`src/rtl/out_div_ctrl.sv`:
```
// out_div_ctrl: lock-qualified, glitch-free PLL output post-divider with req/ack ratio change
//   i_clk       single clock, rising edge
//   i_rst       synchronous active-low reset
//   i_pll_lock  PLL lock, already synchronised to i_clk
//   i_cfg_div   requested half-period N (0 behaves as 1)
//   i_cfg_req   ratio-change request level, held until o_cfg_ack
//   o_cfg_ack   one-cycle pulse: requested ratio now in effect
//   o_busy      ratio change in progress
//   o_out_en    divided clock running and valid
//   o_out       divided clock, period 2*N, 50 % duty
module out_div_ctrl #(
  parameter int DIV_W      = 8,
  parameter int LOCK_FILT  = 16,
  parameter int SETTLE_CYC = 4
) (
  input  logic             i_clk,
  input  logic             i_rst,
  input  logic             i_pll_lock,
  input  logic [DIV_W-1:0] i_cfg_div,
  input  logic             i_cfg_req,
  output logic             o_cfg_ack,
  output logic             o_busy,
  output logic             o_out_en,
  output logic             o_out
);
  localparam int LK_W = $clog2(LOCK_FILT + 1);
  localparam int ST_W = $clog2(SETTLE_CYC + 1);
  localparam logic [LK_W-1:0] LK_LAST = LK_W'(LOCK_FILT - 1);
  localparam logic [ST_W-1:0] ST_LAST = ST_W'(SETTLE_CYC - 1);
  typedef enum logic [1:0] {LOCK_WAIT, RUN, DRAIN, SETTLE} state_t;
  state_t           r_state, w_state;
  logic [DIV_W-1:0] r_hc, w_hc, r_n_act, w_n_act, r_n_pend, w_n_pend, w_div;
  logic [LK_W-1:0]  r_lk, w_lk;
  logic [ST_W-1:0]  r_st, w_st;
  logic             r_out, w_out, r_out_en, w_out_en, r_ack, w_ack, r_busy, w_busy;
  logic             w_acc, w_wrap;
  always_comb begin
    w_div    = (i_cfg_div == '0) ? DIV_W'(1) : i_cfg_div;
    // the ack cycle itself blocks acceptance, giving a 2-cycle minimum request spacing
    w_acc    = i_cfg_req & ~r_busy & ~r_ack;
    w_wrap   = r_hc == r_n_act - DIV_W'(1);
    w_state  = r_state;
    w_hc     = r_hc;
    w_lk     = r_lk;
    w_st     = r_st;
    w_n_act  = r_n_act;
    w_n_pend = r_n_pend;
    w_out    = r_out;
    w_out_en = r_out_en;
    w_ack    = 1'b0;
    w_busy   = r_busy;
    case (r_state)
      LOCK_WAIT: begin
        w_out    = 1'b0;
        w_out_en = 1'b0;
        w_busy   = 1'b0;
        w_lk     = i_pll_lock ? r_lk + LK_W'(1) : '0;
        // no clock is running, so a new ratio can take effect immediately
        if (w_acc) begin
          w_n_act = w_div;
          w_ack   = 1'b1;
        end
        if (i_pll_lock && r_lk == LK_LAST) begin
          w_state  = RUN;
          w_hc     = '0;
          w_out_en = 1'b1;
        end
      end
      RUN, DRAIN: begin
        w_hc  = w_wrap ? '0 : r_hc + DIV_W'(1);
        w_out = r_out ^ w_wrap;
        if (r_state == RUN && w_acc) begin
          w_n_pend = w_div;
          w_busy   = 1'b1;
          w_state  = DRAIN;
        end
        // switch only at the end of a complete high phase so no runt pulse appears
        if (r_state == DRAIN && r_out && w_wrap) begin
          w_out    = 1'b0;
          w_out_en = 1'b0;
          w_n_act  = r_n_pend;
          w_st     = '0;
          w_state  = SETTLE;
        end
      end
      SETTLE: begin
        w_st = r_st + ST_W'(1);
        if (r_st == ST_LAST) begin
          w_state  = RUN;
          w_hc     = '0;
          w_busy   = 1'b0;
          w_ack    = 1'b1;
          w_out_en = 1'b1;
        end
      end
    endcase
    // lock loss overrides everything; a pending change completes so the requester never hangs
    if (r_state != LOCK_WAIT && !i_pll_lock) begin
      w_state  = LOCK_WAIT;
      w_out    = 1'b0;
      w_out_en = 1'b0;
      w_lk     = '0;
      w_ack    = r_busy;
      w_busy   = 1'b0;
      w_n_act  = r_busy ? r_n_pend : r_n_act;
    end
  end
  always_ff @(posedge i_clk) begin
    if (!i_rst) begin
      r_state  <= LOCK_WAIT;
      r_hc     <= '0;
      r_lk     <= '0;
      r_st     <= '0;
      r_n_act  <= DIV_W'(1);
      r_n_pend <= DIV_W'(1);
      r_out    <= 1'b0;
      r_out_en <= 1'b0;
      r_ack    <= 1'b0;
      r_busy   <= 1'b0;
    end else begin
      r_state  <= w_state;
      r_hc     <= w_hc;
      r_lk     <= w_lk;
      r_st     <= w_st;
      r_n_act  <= w_n_act;
      r_n_pend <= w_n_pend;
      r_out    <= w_out;
      r_out_en <= w_out_en;
      r_ack    <= w_ack;
      r_busy   <= w_busy;
    end
  end
  assign o_out     = r_out;
  assign o_out_en  = r_out_en;
  assign o_cfg_ack = r_ack;
  assign o_busy    = r_busy;
endmodule

```
`config.mk`:
```
export PLATFORM = sky130hd
export DESIGN_NAME = out_div_ctrl
export DESIGN_NICKNAME = d
export VERILOG_FILES = /design/src/rtl/out_div_ctrl.sv
export SDC_FILE = /design/constraint.sdc
export NUM_CORES = 1
export LEC_CHECK = 0
export ABC_AREA = 1
export BUFFER_PORTS_ARGS = -buffer_cell sky130_fd_sc_hd__buf_4
export CAP_MARGIN = 30
export CORE_MARGIN = 2
export CORE_UTILIZATION = 30
export DETAILED_ROUTE_END_ITERATION = 8
export PLACE_DENSITY_LB_ADDON = 0.15
export SYNTH_ARGS = -nofsm -noshare
export SYNTH_HDL_FRONTEND = slang
export SYNTH_SLANG_ARGS = --single-unit
```
`constraint.sdc`:
```
create_clock -name i_clk -period 2.4 [get_ports i_clk]
set_input_delay 0.12 -clock i_clk [delete_from_list [all_inputs] [get_ports i_clk]]
set_output_delay 0.12 -clock i_clk [all_outputs]
set_load 0.02 [all_outputs]
```
## Word level (Yosys, flattened, before mapping)

Index checks and enable logic that the tools add are counted.

- Register bits: 38
- Output and inout port bits: 4

- Bitwise logic cells: 6
- Equal/unequal tests: 14
- Reduce and logical (&&, ||, !) cells: 21
- Add/subtract/negate cells: 4
- Muxes and demuxes: 31

Operators with widths:

| kind | number |
|---|---|
| $mux W8 | 8 |
| $pmux W8 S3 | 1 |
| $pmux W8 S2 | 1 |
| $ne A2 B2 Y1 const B | 5 |
| $reduce_and A2 Y1 | 5 |
| $mux W1 | 9 |
| $ne A3 B3 Y1 const B | 3 |
| $add A8 B1 Y8 const B | 1 |
| $eq A8 B8 Y1 | 1 |
| $logic_not A8 Y1 | 1 |
| $mux W2 | 4 |
| $sub A8 B1 Y8 const B | 1 |
| $pmux W1 S3 | 2 |
| $pmux W2 S3 | 1 |
| $pmux W3 S2 | 1 |
| $reduce_bool A2 Y1 | 3 |
| $add A5 B1 Y5 const B | 1 |
| $eq A5 B4 Y1 const B | 1 |
| $logic_and A1 B1 Y1 | 5 |
| $mux W5 | 1 |
| $eq A2 B2 Y1 const B | 2 |
| $pmux W1 S2 | 2 |
| $reduce_and A4 Y1 | 1 |
| $reduce_or A2 Y1 | 2 |
| other kinds (11) | 14 |

## Logic depth before layout (Yosys ltp)

Gate-level depths: netlist (run 1).

- Depth after elaboration: 7
- Depth in mapped cells: 16
- Depth with buffers taken out: 15

## Worst setup path after synthesis (run 1)

No wires, ideal clock.

- Path kind: register -> register
- Start: register r_n_act[0]
- End: register r_n_act[2]
- Library setup time: 0.113 ns
- Required time: 2.287 ns
- Setup slack: 0.401 ns
- Cell stages (with the launch flop): 16
- Path buffers: 1
- Arrival: 1.886 ns
- Cell sequence: dfxtp_1 inv_1 ha_1 nand2_1 inv_1 nor2_1 nand3_1 nor2_1 nand3_1 nor2_4 nand3_2 nand3_2 nand3_4 buf_6 nor2_1 nor2_1

- Word-level cells in the longest chain between the ends: 5

RTL lines:

| what | RTL line | text |
|---|---|---|
| start: declaration | 32 | `logic [DIV_W-1:0] r_hc, w_hc, r_n_act, w_n_act, r_n_pend, w_n_pend, w_div;` |
| start signal: assignment | 125 | `r_n_act <= w_n_act;` |
| $sub A8 B1 Y8 | 41 | `w_wrap = r_hc == r_n_act - DIV_W'(1);` |
| $eq A8 B8 Y1 | 41 |  |
| $logic_and A1 B1 Y1 | 78 | `if (r_state == DRAIN && r_out && w_wrap) begin` |
| $ne A3 B3 Y1 (no line) | n/a |  |
| $reduce_and A4 Y1 (no line) | n/a |  |

No other way between the ends.
A chain may end at the register's enable or synchronous reset.

## Worst setup path after layout (run 1)

- Start: register r_n_act[1]
- End: register r_hc[3]

- Word-level cells in the longest chain between the ends: 4

RTL lines:

| what | RTL line | text |
|---|---|---|
| $sub A8 B1 Y8 | 41 |  |
| $eq A8 B8 Y1 | 41 |  |
| $mux W8 | 70 | `w_hc = w_wrap ? '0 : r_hc + DIV_W'(1);` |
| $pmux W8 S3 | 52 | `case (r_state)` |
| end signal: assignment | 122 | `r_hc <= w_hc;` |
| end: declaration | 32 |  |

No other way between the ends.

==> results.md, run 1 <==
- For the pin with the worst max-slew slack, the measured transition is approximately 0.51 ns.
- The internal portion of the total power is between 0.9 and 1 mW.
- The data arrival time of the critical path is 2.32 ns.
- The run finished with clean final reports.
- The initialized floorplan defines 31 standard-cell rows.
- The portion of total power attributed to combinational logic is 0.146.
- The I/O pin count is 16.
- The final layout contains 401 nets.
- The buffer depth of the longest clock path is 2.
- The final-layout fill cell count is between 800 and 900.
- The maximum number of pins on one net before global-route repair is 24.
- In this run the number of H-tree levels came out at 2.
- The unique cell type count in the Yosys netlist is 28.
- The area share of fa/ha/maj cells after synthesis is 0.0650.
- The area added between synthesis and finish is 14.2%.
- The largest fanout of any net on the critical path is 5.
- The count of pins over their slew limit came to 0.
- The die outline height is roughly 92 um.
- The worst hold path belongs to the class in -> reg.
- The number of inserted diodes is 0.
- The overall fraction of global-route tracks in use is 0.137.
- The total power per unit cell area is between 400 and 500 mW/mm2.
- The summed instance area of the synthesized netlist is approximately 0.0023 mm2.
- In the routed layout, each cell is associated on average with a via count of between 4 and 5.
- The combinational family with the most area after synthesis is simple AND/OR/NAND/NOR gates.
- The die outline width is slightly above 90 um.
- Of the total synthesized cell area, the portion taken by XOR and XNOR cells is 0.0152.
- Summed over all layers, the global routing overflow is 0.
- The clock root buffer is sky130_fd_sc_hd__clkbuf_8.
- The multi-input combinational cells in the finished layout cover a total of roughly 0.0013 mm2.
- The post-CTS setup repair buffer count is 0.
- The first detailed-routing pass ran for 6 iterations.
- Once layout is done, the placed cells without fillers occupy 0.00264 mm2.
- After floorplanning, the core was sized to cover 0.00737 mm2.
- The reported leakage power is between 1 and 1.5 nW.
- The routed design has between 5 and 6 mm of wire.
- The clock power share is 0.354.
- Summing all flip-flop and latch instances after layout gives about 760 um2.
- The number of global-route vias before repair was approximately 2000.
- Clock skew on the completed layout was measured at ~0.0037 ns.
- Of the total power, registers draw 0.500.
- Of the cells placed in the final design, the portion with a size suffix greater than 1 is 0.108.
- The initial standard-cell utilization of the core is 0.313.
- The total net switching power is around 0.37 mW.
- Averaged over all synthesized cells, the footprint is 6.45 um2.
- The number of warnings reported in the yosys synthesis log is 0.
- Clock tree synthesis inserted a total of 5 buffers.
- STA classifies the critical path endpoint as a flip-flop.
- The switching part of the total power is 0.280.
- Across all layers, the routed design uses ~2200 vias.
- For this design, the CTS-stage hold fixing added 0 buffers.
- The die area is between 0.008 and 0.009 mm2.
- The starting DRC count in detailed routing is 108.
- Setup violations remaining at the end of the flow were counted as 0.
- The worst slew margin relative to its limit is 0.659.
- When the netlist entered floorplanning its net count stood at 382.
- Of the available clock period, the critical path in the final layout requires 0.901.
- The number of port buffers is 15.
- The maximum clock frequency is about 0.46 GHz.
- The minimum clock period after layout is roughly 2.2 ns.
- Once placement finished, the instance area stood at between 0.002 and 0.003 mm2.
- The sequential cell area fraction in the yosys report is 0.329.
- The clock latency on the worst-skew pair is slightly below 0.3 ns.
- The critical path required time is 2.56 ns.
- The register bit count reported by yosys is 38.
- Setup repair after global routing left no endpoint under its margin.
- The initial antenna violation count was 0.
- Of the post-synthesis cell area, the part taken by muxes is 0.
- The accumulated negative setup slack is 0 ns.
- The total count of hold-check failures in the final report is 0.
- The number of nets with antenna violations after detailed routing is 0.
- The critical path startpoint category is a flip-flop.
- The synthesized netlist cell count is ~360.
- The register clock-pin slew on the reported worst setup and hold paths is about 0.070 ns.
- The final weighted congestion in routability-driven placement is 0.845.
- The number of DRC violations after detailed routing is 0.
- The synthesized-area fraction occupied by ao, oa, aoi and oai cells is 0.128.
- The CTS tree is built.
- Across the run, the number of max-cap violations was 0.
- The peak ir drop on the vdd network is between 0.2 and 0.25 mV.
- The first-pass GRT wire length is about 9.2 mm.
- The final HPWL from detailed placement is between 4 and 5 mm.
- The basic-gate share of the synthesized area counting and, or, nand and nor cells is 0.363.
- The worst setup path category is reg -> reg.
- The number of clock sinks is 38.
- The post-cts resize count is 0.
- After detailed routing, the average wire length per cell comes to 11.7 um.
==> area by class of cell <==
| cell class | instances | area share |
|---|---|---|
| flip-flops and latches | 38 | 0.289 |
| clock inverters | 1 | 0.00190 |
| multi-input cells | 264 | 0.507 |
| repair buffers | 18 | 0.0512 |
| well taps | 99 | 0.0469 |
| inverters | 50 | 0.0711 |
| clock buffers | 7 | 0.0327 |
==> cells by family after synthesis <==
kind of cell | count (synthesis)
AOI/OAI and AO/OA | 56
xor gates and xnor gates | 4
adders and majority gates | 12
buffers and inverters | 57
DFF | 38
and+or+nand+nor | 191
==> metrics by stage <==
| stage | std cells | setup WS (ns) | hold slack (ns) | utilization | power [mW] |
|---|---|---|---|---|---|
| finish | 477 | 0.237 | 0.121 | 0.358 | 1.32 |
| CTS | 476 | 0.162 | 0.116 | 0.356 | 1.33 |
| global placement | 468 | 0.224 | 0.419 | 0.343 | 0.865 |
| global route | 477 | 0.0367 | 0.118 | 0.358 | 1.40 |
| detailed placement | 468 | 0.184 | 0.427 | 0.343 | 0.863 |
| floorplan | 358 | 0.401 | 0.270 | - | 0.813 |
==> state kept, by name, indices dropped and copies added, names as in the netlist <==
name and count:
o_busy 1, o_cfg_ack 1, o_out 1, o_out_en 1
r_hc 8, r_lk 5, r_n_act 8, r_n_pend 8
r_st 3, r_state 2
==> placed cells by master, fill, tap and decap left out, types with 3 or more instances in the layout <==
cell,count
sky130_fd_sc_hd__ha_1,12
sky130_fd_sc_hd__o21ai_0,23
sky130_fd_sc_hd__buf_4,18
sky130_fd_sc_hd__clkbuf_8,6
sky130_fd_sc_hd__nand2_2,3
sky130_fd_sc_hd__inv_1,49
sky130_fd_sc_hd__nor3_1,9
sky130_fd_sc_hd__nand2_1,89
sky130_fd_sc_hd__a21oi_1,26
sky130_fd_sc_hd__nand3_1,26
sky130_fd_sc_hd__nand3_2,3
sky130_fd_sc_hd__dfxtp_1,37
sky130_fd_sc_hd__nor2_1,51
sky130_fd_sc_hd__a211oi_1,4
==> Yosys cell counts (all sizes together) <==
cell	instances	area [um2]
o21ai	23	115
a21oi	26	130
inv	50	188
xor2	2	17.5
a31o	1	8.76
nand2	93	364
clkbuf	4	18.8
nand3b	1	7.51
o22ai	1	6.26
buf	3	21.3
xnor2	2	17.5
nor4	2	12.5
dfxtp	38	761
a211oi	4	30.0
nor2	55	226
a31oi	1	6.26
ha	12	150
nand4	1	6.26
nand3	30	178
nor3	9	45.0
==> path summary, 6_finish.rpt <==
check | start | endpoint | slack [ns] | cells after the start
setup / recovery | r_n_act[1] | r_hc[3] | 0.24 | 12
hold reg to reg | r_n_pend[3] | r_n_pend[3] | 0.45 | 2
setup reg to reg | r_n_act[1] | r_hc[3] | 0.24 | 12
hold / removal | i_cfg_div[1] | r_n_pend[1] | 0.12 | 3
==> power groups by stage <==
stage               clock network [mW]  registers (mW)  logic (mW)
floorplan                            0           0.672       0.141
global placement                     0           0.674       0.191
detailed placement                   0           0.674       0.189
CTS                              0.484           0.659       0.191
global route                     0.513           0.662       0.220
finish                           0.467           0.660       0.192
==> per-layer routing <==
metal	vias up	wire [um]	global-route usage
li1	1179	-	-
met1	942	2910	0.184
met2	25	2460	0.218
met3	8	140	0.0271
met4	0	89	0.0448
met5	-	0	0
==> worst max-delay path, cell delays in order (launching register included) <==
cell and delay, ns:
sky130_fd_sc_hd__dfxtp_1 0.38, sky130_fd_sc_hd__inv_1 0.10, sky130_fd_sc_hd__ha_1 0.32, sky130_fd_sc_hd__nand2_1 0.08
sky130_fd_sc_hd__inv_1 0.03, sky130_fd_sc_hd__nor2_1 0.11, sky130_fd_sc_hd__nand3_1 0.09, sky130_fd_sc_hd__nor2_1 0.08
sky130_fd_sc_hd__nand3_1 0.11, sky130_fd_sc_hd__nor2_4 0.15, sky130_fd_sc_hd__inv_1 0.08, sky130_fd_sc_hd__a21oi_1 0.40
sky130_fd_sc_hd__a211oi_1 0.09
Note: power is estimated with default switching activity, not from simulation.
==> run 2: changes to the inputs <==
--- a/config.mk
+++ b/config.mk
@@ -10,6 +10,7 @@
 export CAP_MARGIN = 30
 export CORE_MARGIN = 2
 export CORE_UTILIZATION = 30
+export CTS_BUF_LIST = sky130_fd_sc_hd__clkbuf_8
 export DETAILED_ROUTE_END_ITERATION = 8
 export PLACE_DENSITY_LB_ADDON = 0.15
 export SYNTH_ARGS = -nofsm -noshare
==> run 2 against run 1 <==
Cell area unchanged. Global-route usage unchanged. Combinational power about the same. Clock skew unchanged. Flip-flop and latch count unchanged. Sequential share of layout area unchanged. First-iteration DRC count unchanged. Sequential power about the same. Highest routed layer unchanged.
==> results.md, run 2 (synthesis gave the netlist of run 1 again) <==
- The flow ran to the end, and the final reports show no timing, DRC or antenna violations.
- The number of clock sinks was 38 (unchanged).
- The share of post-route cells with drive strength above 1 is 0.108 (unchanged).
- The number of buffers created by CTS is 5 (unchanged).
- The portion of total power attributed to combinational logic is 0.146 (about the same).
- The detailed-route wire length per cell is 11.8 um (about the same).
- The peak ir drop on the vdd network was 0.235 mV (about the same).
- The first-pass GRT wire length came to 9.23 mm (unchanged).
- The area added between synthesis and finish is 14.2% (unchanged).
- The number of global-route vias before repair is 1996 (unchanged).
- By startpoint and endpoint, the worst setup path is classified as reg -> reg.
- The worst slew margin relative to its limit is 0.658 (-0.000941).
- The worst setup path is captured at a flip-flop.
- The cell-internal power is 0.946 mW (-0.45%).
- The total number of vias came to 2152 (-0.093%).
- The final design area excluding fillers was 0.00264 mm2 (unchanged).
- The minimum clock period after layout is 2.16 ns (+0.000255 ns).
- The routed via count divided by cell count is 4.51 (about the same).
- The total power after layout is 1.32 mW (-0.31%).
- The maximum clock frequency is 0.462 GHz (about the same).
- The source of the critical timing path is r_n_act[1].
- The number of inserted diodes was 0 (unchanged).
- The accumulated negative setup slack is 0 ns (unchanged).
- The initial standard-cell utilization of the core is 0.313 (unchanged).
- The die outline width is 91.7 um (unchanged).
- The starting DRC count in detailed routing is 108 (unchanged).
- The clock skew is 0.00375 ns (unchanged).
- The register clock-pin slew on the reported worst setup and hold paths is 0.08 ns (about the same).
- The length in cells of the worst reg-to-reg path is 12 (unchanged).
- TritonCTS built the clock tree.
- Walking the worst path, the cells encountered are inv_1 > ha_1 > nand2_1 > inv_1 > nor2_1 > nand3_1 > nor2_1 > nand3_1 > nor2_4 > inv_1 > a21oi_1 > a211oi_1.
- The switching part of the total power was 0.281 (+0.00102).
- The cell with the largest stage delay on the worst path is sky130_fd_sc_hd__a21oi_1.
- The net count of the finished layout was 401 (unchanged).
- The total power per unit cell area is 498 mW/mm2 (-0.31%).
- On the critical path the largest part of the delay comes from simple AND/OR/NAND/NOR gates.
- The largest stage delay on the critical path is 0.40 ns (about the same).
- The hold-critical path depth was 3 (unchanged).
- The startpoint identified for the worst register-to-register timing path is r_n_act[1].
- The maximum number of pins on one net before global-route repair came to 24 (unchanged).
- The number of H-tree branching levels is 2 (unchanged).
- The initial antenna violation count came to 0 (unchanged).
- The cell that appears most often on the critical path is sky130_fd_sc_hd__inv_1.
- The post-cts resize count is 0 (unchanged).
- The worst hold path terminates at r_n_pend[1].
- The largest fanout of any net on the critical path is 5 (unchanged).
- The count of pins over their slew limit came to 0 (unchanged).
- The buffer depth of the longest clock path is 2 (unchanged).
- The startpoint of the tightest hold check path is i_cfg_div[1].
- The final worst-path cycle share is 0.901 (about the same).
- The total iterations of the first detailed-routing run is 6 (unchanged).
- The number of port buffers is 15 (unchanged).
- The overall fraction of global-route tracks in use came to 0.137 (unchanged).
- STA classifies the critical path startpoint as a flip-flop.
- The path class of the lowest-slack min-delay path is in -> reg.
- The die area is 0.00842 mm2 (unchanged).
- The worst path buffer plus inverter count is 3 (unchanged).
- Setup repair after global routing left no endpoint under its margin.
- The post-CTS setup repair buffer count is 0 (unchanged).
- The data arrival time of the critical path is 2.32 ns (about the same).
- The quantity of hold-fixing buffers added after cts is 0 (unchanged).
- The clock latency on the worst-skew pair came to 0.29 ns (about the same).
- The largest registers in the layout are r_hc: 8 flops, r_n_act: 8 flops, r_n_pend: 8 flops.
- The die outline height came to 91.7 um (unchanged).
- The I/O pin count came to 16 (unchanged).
- The number of maximum-capacitance violations was 0 (unchanged).
- The cell area reported after detailed placement is 0.00253 mm2 (unchanged).
- The number of nets with antenna violations after detailed routing came to 0 (unchanged).
- The top cell types in the final layout, fill and taps aside, are 89 x sky130_fd_sc_hd__nand2_1, 51 x sky130_fd_sc_hd__nor2_1, 50 x sky130_fd_sc_hd__inv_1.
- The leftover overflow at the end of global routing came to 0 (unchanged).
- The clock root buffer is sky130_fd_sc_hd__clkbuf_8.
- The critical path required time was 2.56 ns (about the same).
- The total net switching power is 0.369 mW (about the same).
- The core region area is 0.00737 mm2 (unchanged).
- The reported leakage power came to 1.17 nW (+0.36%).
- The worst flop-to-flop path endpoint is r_hc[3].
- The library cell used most frequently in the layout, excluding fill and tap cells, is sky130_fd_sc_hd__nand2_1.
- The number of DRC violations after detailed routing came to 0 (unchanged).
- The proportion of power drawn by flip-flops and latches was 0.502 (+0.002).
- The setup slack on the worst flop-to-flop path was 0.24 ns (about the same).
- The count of standard-cell rows came to 31 (unchanged).
- The setup violation total in the final timing report is 0 (unchanged).
- The final weighted congestion in routability-driven placement is 0.845 (unchanged).
- The final HPWL from detailed placement is 4.22 mm (unchanged).
- The clock power share is 0.352 (-0.002).
- The total wire length after detailed routing was 5.61 mm (about the same).
- The total count of hold-check failures in the final report was 0 (unchanged).
- The worst-margin pin slew is 0.513 ns (+0.00141 ns).
- The share of the core filled with cells is 0.358 (unchanged).
[run 2: changes by cell type in the layout (fill, tap and decap cells not counted), sizes merged]
cell	delta
clkbuf	-1
inv	+1
[run 2: metrics by stage]
step                instances  setup slack, ns  hold slack, ns
finish                    477            0.237           0.120
global route              477           0.0365           0.117
detailed placement        468            0.184           0.427
floorplan                 358            0.401           0.270
global placement          468            0.224           0.419
CTS                       476            0.162           0.116
[run 2: area by class of cell]
type | count | area (um2)
Clock buffer | 6 | 82.6
Clock inverter | 2 | 8.76
Fill cell | 835 | 4730
Inverter | 50 | 188
Multi-Input combinational cell | 264 | 1340
Sequential cell | 38 | 762
Tap cell | 99 | 124
Timing Repair Buffer | 18 | 135
[run 2: per-layer routing]
layer / track usage / up-vias / wire [um]
li1: - / 1178 / -
met1: 0.184 / 941 / 2910
met2: 0.218 / 25 / 2470
met3: 0.0271 / 8 / 140
met4: 0.0448 / 0 / 89
met5: 0 / - / 0
[run 2: worst register-to-register path: stages (launching register included)]
cell and delay [ns]:
sky130_fd_sc_hd__dfxtp_1 0.38, sky130_fd_sc_hd__inv_1 0.10, sky130_fd_sc_hd__ha_1 0.32, sky130_fd_sc_hd__nand2_1 0.08, sky130_fd_sc_hd__inv_1 0.03, sky130_fd_sc_hd__nor2_1 0.11, sky130_fd_sc_hd__nand3_1 0.09, sky130_fd_sc_hd__nor2_1 0.08
sky130_fd_sc_hd__nand3_1 0.12, sky130_fd_sc_hd__nor2_4 0.15, sky130_fd_sc_hd__inv_1 0.08, sky130_fd_sc_hd__a21oi_1 0.40, sky130_fd_sc_hd__a211oi_1 0.10
[run 2: worst max path at each step]
stage            endpoint  slack (ns)  cells after the start
5_1_grt        r_n_act[3]        0.04                     14
4_1_cts           r_hc[3]        0.16                     12
3_3_place_gp      r_hc[6]        0.22                     12
3_5_place_dp      r_hc[3]        0.18                     12
2_1_floorplan  r_n_act[2]        0.40                     15
6_report          r_hc[3]        0.24                     12
[run 2: power groups by stage]
stage                     sequential (mW)  clock [mW]  combinational (mW)
after floorplan                     0.672           0               0.141
after global placement              0.674           0               0.191
after detailed placement            0.674           0               0.189
after CTS                           0.659       0.480               0.191
after global routing                0.662       0.509               0.220
final                               0.660       0.463               0.192
